==> config.mk <==
export PLATFORM = sky130hd
export DESIGN_NAME = bmem_copy_engine
export DESIGN_NICKNAME = d
export VERILOG_FILES = /design/src/rtl/bmem_copy_engine.sv
export SDC_FILE = /design/constraint.sdc
export NUM_CORES = 1
export LEC_CHECK = 0
export CAP_MARGIN = 20
export CORE_MARGIN = 5
export CORE_UTILIZATION = 45
export CTS_CLUSTER_DIAMETER = 30
export CTS_CLUSTER_SIZE = 14
export DETAILED_ROUTE_END_ITERATION = 16
export GPL_TIMING_DRIVEN = 0
export PLACE_DENSITY = 0.82
export SLEW_MARGIN = 15
export SYNTH_ARGS = -nofsm -noshare
export SYNTH_HDL_FRONTEND = slang
export SYNTH_SLANG_ARGS = --single-unit
==> constraint.sdc <==
create_clock -name clk -period 2.9 [get_ports clk]
set_input_delay 0.58 -clock clk [delete_from_list [all_inputs] [get_ports clk]]
set_output_delay 0.58 -clock clk [all_outputs]
set_load 0.01 [all_outputs]
==> src/rtl/bmem_copy_engine.sv <==
// bmem_copy_engine
//
// Bus-initiator copy engine. On a start command it reads a block of 32-bit
// words from a source region (normally boot memory) and writes them to a
// destination region (normally main memory) over a single dbus initiator
// port using the req/ack handshake. One read and one write per word.
//
// Optional feature macro: BMEM_COPY_TIMEOUT_EN
//   defined   : each bus access is aborted after TIMEOUT cycles without ack;
//               the engine then pulses err_o instead of done_o.
//   undefined : the engine waits indefinitely for ack; err_o is tied 0.
//
// Parameters
//   XLEN    address/data width
//   CNT_W   width of the word-count field
//   TIMEOUT ack wait limit in cycles (timeout build only)
//
// Ports
//   clk            clock, all logic on posedge
//   rst            synchronous active-high reset
//   start_i        start command, sampled in IDLE only
//   src_addr_i     source byte address (bits [1:0] ignored)
//   dst_addr_i     destination byte address (bits [1:0] ignored)
//   word_cnt_i     number of words to copy
//   busy_o         high in RD, WR and FIN
//   done_o         one-cycle pulse on successful completion
//   err_o          one-cycle pulse on timeout abort
//   dbus_req_o     bus request, dropped combinationally in the ack cycle
//   dbus_addr_o    bus address
//   dbus_w_en_o    1 = write, 0 = read
//   dbus_w_data_o  write data
//   dbus_ack_i     responder ack (registered at the responder)
//   dbus_r_data_i  read data, valid in the ack cycle
//
// state | meaning
// ------+---------------------------------------------------------
// IDLE  | waiting for start_i
// RD    | reading the word at src from the bus
// WR    | writing the captured word to dst
// FIN   | one-cycle done_o / err_o pulse, then back to IDLE

module bmem_copy_engine #(
    parameter int XLEN    = 32,
    parameter int CNT_W   = 16,
    parameter int TIMEOUT = 64
) (
    input  logic            clk,
    input  logic            rst,
    input  logic            start_i,
    input  logic [XLEN-1:0] src_addr_i,
    input  logic [XLEN-1:0] dst_addr_i,
    input  logic [CNT_W-1:0] word_cnt_i,
    output logic            busy_o,
    output logic            done_o,
    output logic            err_o,
    output logic            dbus_req_o,
    output logic [XLEN-1:0] dbus_addr_o,
    output logic            dbus_w_en_o,
    output logic [XLEN-1:0] dbus_w_data_o,
    input  logic            dbus_ack_i,
    input  logic [XLEN-1:0] dbus_r_data_i
);

    typedef enum logic [1:0] {
        S_IDLE = 2'd0,
        S_RD   = 2'd1,
        S_WR   = 2'd2,
        S_FIN  = 2'd3
    } state_t;

    state_t state_q, state_d;

    // Addresses are kept as word addresses so the +4 step and the 2^XLEN
    // wrap fall out of plain increment arithmetic.
    logic [XLEN-3:0]  src_q;
    logic [XLEN-3:0]  dst_q;
    logic [XLEN-1:0]  data_q;
    logic [CNT_W-1:0] cnt_q;
    logic             in_xfer;
    logic             timeout_hit;

    logic unused_addr_bits;
    assign unused_addr_bits = ^{src_addr_i[1:0], dst_addr_i[1:0]};

    assign in_xfer = (state_q == S_RD) || (state_q == S_WR);

`ifdef BMEM_COPY_TIMEOUT_EN
    localparam int TW = $clog2(TIMEOUT + 1);
    localparam logic [TW-1:0] WAIT_LOAD = TW'(TIMEOUT - 1);

    logic [TW-1:0] wait_q;
    logic          err_q;

    // Down-counter reloaded on every entry into RD/WR; the access is given
    // up in the cycle it has already been waited on TIMEOUT times.
    assign timeout_hit = in_xfer && !dbus_ack_i && (wait_q == '0);

    always_ff @(posedge clk) begin
        if (rst) begin
            wait_q <= '0;
        end else if (((state_d == S_RD) || (state_d == S_WR)) && (state_d != state_q)) begin
            wait_q <= WAIT_LOAD;
        end else if (in_xfer && !dbus_ack_i && (wait_q != '0)) begin
            wait_q <= wait_q - 1'b1;
        end
    end

    always_ff @(posedge clk) begin
        if (rst) begin
            err_q <= 1'b0;
        end else if ((state_q == S_IDLE) && start_i) begin
            err_q <= 1'b0;
        end else if (timeout_hit) begin
            err_q <= 1'b1;
        end
    end
`else
    assign timeout_hit = 1'b0;
`endif

    always_ff @(posedge clk) begin
        if (rst) begin
            state_q <= S_IDLE;
        end else begin
            state_q <= state_d;
        end
    end

    always_comb begin
        state_d = state_q;
        case (state_q)
            S_IDLE: begin
                if (start_i) begin
                    state_d = (word_cnt_i == '0) ? S_FIN : S_RD;
                end
            end
            S_RD: begin
                if (dbus_ack_i) begin
                    state_d = S_WR;
                end else if (timeout_hit) begin
                    state_d = S_FIN;
                end
            end
            S_WR: begin
                if (dbus_ack_i) begin
                    // cnt_q == 1 means the decremented count reaches zero.
                    state_d = (cnt_q == CNT_W'(1)) ? S_FIN : S_RD;
                end else if (timeout_hit) begin
                    state_d = S_FIN;
                end
            end
            S_FIN: begin
                state_d = S_IDLE;
            end
            default: begin
                state_d = S_IDLE;
            end
        endcase
    end

    always_ff @(posedge clk) begin
        if (rst) begin
            src_q  <= '0;
            dst_q  <= '0;
            cnt_q  <= '0;
            data_q <= '0;
        end else begin
            case (state_q)
                S_IDLE: begin
                    if (start_i && (word_cnt_i != '0)) begin
                        src_q <= src_addr_i[XLEN-1:2];
                        dst_q <= dst_addr_i[XLEN-1:2];
                        cnt_q <= word_cnt_i;
                    end
                end
                S_RD: begin
                    if (dbus_ack_i) begin
                        data_q <= dbus_r_data_i;
                    end
                end
                S_WR: begin
                    if (dbus_ack_i) begin
                        src_q <= src_q + 1'b1;
                        dst_q <= dst_q + 1'b1;
                        cnt_q <= cnt_q - 1'b1;
                    end
                end
                default: begin
                end
            endcase
        end
    end

    // Address/data come straight from registers that only change on ack,
    // so they stay stable for as long as req is held.
    always_comb begin
        busy_o        = (state_q != S_IDLE);
        done_o        = 1'b0;
        err_o         = 1'b0;
        dbus_req_o    = 1'b0;
        dbus_addr_o   = '0;
        dbus_w_en_o   = 1'b0;
        dbus_w_data_o = '0;
        case (state_q)
            S_RD: begin
                dbus_req_o  = ~dbus_ack_i;
                dbus_addr_o = {src_q, 2'b00};
            end
            S_WR: begin
                dbus_req_o    = ~dbus_ack_i;
                dbus_addr_o   = {dst_q, 2'b00};
                dbus_w_en_o   = 1'b1;
                dbus_w_data_o = data_q;
            end
            S_FIN: begin
`ifdef BMEM_COPY_TIMEOUT_EN
                done_o = ~err_q;
                err_o  = err_q;
`else
                done_o = 1'b1;
`endif
            end
            default: begin
            end
        endcase
    end

endmodule

* Word-level counts from Yosys, hierarchy flattened *
Index checks and enable logic that the tools add are counted.
W data, S select, Z words.

word-level totals
  bits in registers = 110
  bits of input ports = 116
  output and inout port bits = 69
  logic and storage cells = 47

operators by class
  add/subtract/negate cells = 3
  equality and inequality tests = 8
  multiplexer cells = 20
  bitwise operators = 1
  reductions and logical operators = 10

operators with widths
  operator                 count
  $mux W30                 4
  $pmux W30 S2             2
  $pmux W32 S2             1
  $add A30 B1 Y30 const B  2
  $mux W16                 2
  $mux W32                 1
  $pmux W16 S2             1
  $eq A16 B1 Y1 const B    1
  $logic_not A16 Y1        1
  $reduce_bool A16 Y1      1
  $sub A16 B1 Y16 const B  1
  $mux W2                  5
  $ne A2 B2 Y1 const B     4
  $pmux W2 S4              1
  $reduce_and A3 Y1        2
  $eq A2 B2 Y1 const B     2
  $reduce_bool A2 Y1       2
  $mux W1                  3
  $eq A2 B1 Y1 const B     1
  $logic_not A2 Y1         1
  $reduce_and A2 Y1        1
  $reduce_or A2 Y1         1
  $logic_and A1 B1 Y1      1
  $not A1 Y1               1

* Longest topological paths before layout *
  depth in word-level cells = 4
  mapped depth = 10
  mapped depth without buffers = 7

* Worst setup path after synthesis *
No wires, ideal clock.

  kind = register -> output
  start = register state_q[0]
  end = output port dbus_w_data_o[0]
  data arrival time = 1.842 ns
  data required time = 2.320 ns
  path slack = 0.478 ns
  stages on the path, launching flop included = 8
  buffers on the path = 4
  cell sequence = dfxtp_1 -> inv_1 -> ha_1 -> buf_2 -> buf_1 -> clkbuf_1 -> clkbuf_1 -> and2_1

on the way
  cells in the longest elaborated chain, start to end = 2

ends and longest elaborated chain
  element                 line  RTL
  start, declared         71    state_t state_q, state_d;
  start signal, assigned  125   state_q <= state_d;
  $eq A2 B2 Y1            204   case (state_q)
  $mux W32                204
  end, declared           59    output logic [XLEN-1:0] dbus_w_data_o,

Every way passes these cells.

* Worst setup path after layout *
  start = register state_q[0]
  end = output port dbus_addr_o[31]

on the way
  cells in the longest elaborated chain, start to end = 2
  elaborated cells between the ends (all ways) = 3
  those cells by class = eq/ne (2); mux (1)

ends and longest elaborated chain
  element                                       line  RTL
  $eq A2 B2 Y1 or $eq A2 B1 Y1 (tied branches)  204
  $pmux W32 S2 (*)                              204
  end, declared                                 57    output logic [XLEN-1:0] dbus_addr_o,

Every way passes the cells marked *; elsewhere a longest branch is shown, timed or not.

==> qor.yml <==
regToRegEndpoint: "dst_q[20]$_SDFFE_PP0P_"
io_buffer_count: 176
clock_skew_ns: 0.0104
row_count: 45
die-area_mm2: 0.0182
slew-limit-headroom: 0.422
path_class: "reg2out"
grt.total_usage: 0.310
setup-violations-final: 0
fin_cells: 1369
cpMaxStageDelayCell: "sky130_fd_sc_hd__dfxtp_2"
grt_pass1_vias: 7993
tritoncts: "done"
clock_tree.root_cell: "sky130_fd_sc_hd__clkbuf_16"
cts_max_level: 3
power_density_mw_per_mm2: 906
postSynth.asyncResetShare: 0
tightestPinTransition_ns: 0.860
yosys_warnings: 0
reg2reg_setup_slack_ns: 0.12
tritoncts.num_buffers: 9
hold_violations: 0
grt_pass1_wl_um: 44200
num_io_pins: 185
max_cap_violations: 0
synth.distinct_cells: 71
utilization: 0.627
synth-seq-cells: 110
synth_enable_flop_cells: 0
critPathCaptureType: "primary output"
fmax_mhz: 359
dieHeight_um: 135
dp.final_hpwl_um: 21200
share_of_the_clock_period_used_by_the_worst_path: 0.959
yosys_most_used_dff: "sky130_fd_sc_hd__dfxtp_1"
syn2layout_area_growth_pct: 36.4
nFillCells: 1405
cts.sink_count: 110
crit_path_max_fanout: 10
routabilityCongestion: 1.02
timing.hold.ws_ns: 0.451
horizontal_die_dimension_um: 135
route.final.wire_length_um: 29600
synth-seq-area-share: 0.314
setup.worst_path.start_class: "flop"
global_route.overflow_total: 0
first_pass_iters: 6
core_mm2: 0.0153
worst_ep_required_time_ns: 2.32
layout.nets: 1278
via_per_inst: 6.27
pin_count_of_the_biggest_net_entering_global_routing: 23
drt_initial_violations: 1325
time_the_worst_path_needs_with_i_o_delays_and_setup_ns: 2.78
worst_hold_path.num_cells: 2
layout.area.seq_mm2: 0.00220
max-vdd-ir-drop_mv: 0.472
num_antenna_cells: 0
endpoint_arrival_time_on_the_critical_path_ns: 2.20
final_count_of_pins_violating_max_slew: 0
multiInputGateArea_mm2: 0.00442
netlist_instances: 963
critical_path.cell_chain: "inv_2 > ha_1 > buf_6 > clkbuf_8 > clkbuf_8 > nand2_1 > a21boi_1 > dlygate4sd2_1"
routed_wire_length_per_instance_um: 21.6
syn_area_mm2: 0.00702
hold_path_startpoint: "data_q[18]$_SDFFE_PP0P_"
placed_cells_incl_taps: 1352
postPlaceCellArea_mm2: 0.00905
timing.hold.worst.class: "reg2reg"
critical-path-max-stage-delay_ns: 0.34
worst-r2r-cell-count: 10
clock_tree.buffer_depth: 2
run_status: "finished, final reports clean"
holdPathEnd: "data_q[18]$_SDFFE_PP0P_"
r2r_start: "state_q[0]$_SDFFE_PP0P_"
detail_route.drc_violations: 0
final_layout_size_suffix_gt1_frac: 0.0725
critical-path-top-cell-by-count: "sky130_fd_sc_hd__clkbuf_8"
synth.avg_cell_area_um2: 7.29
static_power_due_to_leakage_nw: 3.91
grt_antenna_before_repair: 0
detailroute.via_count: 8580
route.antenna.remaining_nets: 0
clkTransAtPathRegs_ns: 0.08
clock_insertion_delay_worst_skew_ns: 0.37
p_total_mw: 8.68
floorplan.initialDensity: 0.460
stdcell_area_mm2: 0.00957
rsz0062_at_grt: "yes"
[critical path, delay by kind of cell (launching register included)]
| kind | cells | cell delay [ns] |
|---|---|---|
| simple gates | 1 | 0.10 |
| buf+inv | 5 | 0.97 |
| fa+ha+maj | 1 | 0.18 |
| compound gates | 1 | 0.24 |
| flops | 1 | 0.34 |
[flip-flops by register name, indices dropped and copies added, names as in the netlist]
signal,count
cnt_q,16
data_q,32
dst_q,30
src_q,30
state_q,2
[report_power, final]
part / total [mW] / leakage, nW / internal [mW] / switching [mW]
clock: 1.33 / 0.151 / 0.623 / 0.702
combinational: 4.67 / 2.86 / 1.70 / 2.98
sequential: 2.68 / 0.903 / 2.02 / 0.663
[cells in the mapped netlist, types with 9 or more instances]
library cell	instances	share of area
sky130_fd_sc_hd__nand2_1	144	0.077
sky130_fd_sc_hd__a21oi_1	115	0.082
sky130_fd_sc_hd__dfxtp_1	110	0.31
sky130_fd_sc_hd__o21ai_0	78	0.056
sky130_fd_sc_hd__clkbuf_1	66	0.035
sky130_fd_sc_hd__nor2b_1	53	0.047
sky130_fd_sc_hd__and2_1	38	0.034
sky130_fd_sc_hd__a22oi_1	30	0.032
sky130_fd_sc_hd__nor2_1	29	0.016
sky130_fd_sc_hd__nand3_1	28	0.020
sky130_fd_sc_hd__nor4_1	23	0.021
sky130_fd_sc_hd__nor3_1	22	0.016
sky130_fd_sc_hd__a31oi_1	19	0.017
sky130_fd_sc_hd__inv_1	14	0.0075
sky130_fd_sc_hd__o32ai_1	14	0.017
sky130_fd_sc_hd__nand4_1	10	0.0089
sky130_fd_sc_hd__a211oi_1	9	0.0096
sky130_fd_sc_hd__and3_1	9	0.0080
sky130_fd_sc_hd__and4_1	9	0.011
sky130_fd_sc_hd__buf_1	9	0.0048
sky130_fd_sc_hd__ha_1	9	0.016
[layout by cell type, fill, tap and decap left out, drive strengths merged, types with 10 or more instances in the layout]
cell type	netlist	layout
nand4	13	13
a21oi	115	115
nor2b	53	53
dfxtp	110	110
and4	10	10
nand2	144	144
o21ai	80	80
nor4	27	27
a22oi	30	30
nor2	29	29
nor3	23	23
inv	14	18
dlygate4sd2	0	30
nand3	28	28
buf	21	26
and2	38	38
dlymetal6s2s	0	29
clkdlybuf4s50	0	117
a31oi	19	19
o32ai	15	15
clkbuf	67	72
[worst max path at each step]
| stage | depth (start not counted) | end | start |
|---|---|---|---|
| final | 8 | dbus_addr_o[31] | state_q[0]$_SDFFE_PP0P_ |
| after global routing | 6 | dbus_addr_o[8] | state_q[1]$_SDFFE_PP0P_ |
| after CTS | 8 | dbus_w_data_o[14] | state_q[0]$_SDFFE_PP0P_ |
| after detailed placement | 8 | dbus_w_data_o[0] | state_q[0]$_SDFFE_PP0P_ |
| after global placement | 8 | dbus_w_data_o[31] | state_q[0]$_SDFFE_PP0P_ |
| after floorplan | 7 | dbus_w_data_o[0] | state_q[0]$_SDFFE_PP0P_ |
[layer usage]
metal,track usage,part of all wire,vias up
met5,0,0,-
met4,0.161,0.059,0
met3,0.0842,0.14,149
met2,0.477,0.43,674
met1,0.397,0.37,3884
li1,-,-,3873
[kinds of logic after synthesis]
family	synth area share
buffers and inverters	0.0599
adders and majority gates	0.0160
and+or+nand+nor	0.315
muxes	0.0148
AOI/OAI and AO/OA	0.280
DFF	0.314
other	0.000534
[stage by stage]
| step | setup TNS, ns | worst slack (ns) |
|---|---|---|
| after global placement | -39.26 | -0.932 |
| final | 0 | 0.118 |
| after global routing | -0.00697 | -0.00697 |
| after CTS | 0 | 0.00454 |
| after detailed placement | -41.40 | -0.919 |
| after floorplan | 0 | 0.478 |
[layout make-up]
type                            instances  area share
Buffer                                 86      0.0519
Clock buffer                            9      0.0235
Clock inverter                          7     0.00902
Inverter                               16     0.00627
Multi-Input combinational cell        751       0.462
Sequential cell                       110       0.230
Tap cell                              211      0.0276
Timing Repair Buffer                  179       0.190
[what timing repair did]
item	in CTS	in global routing
gates resized for setup	76	53
buffers inserted	3	0
cloned	0	0
hold buffers	0	0
setup endpoints to repair	66	76
(Power assumes the default switching activity.)
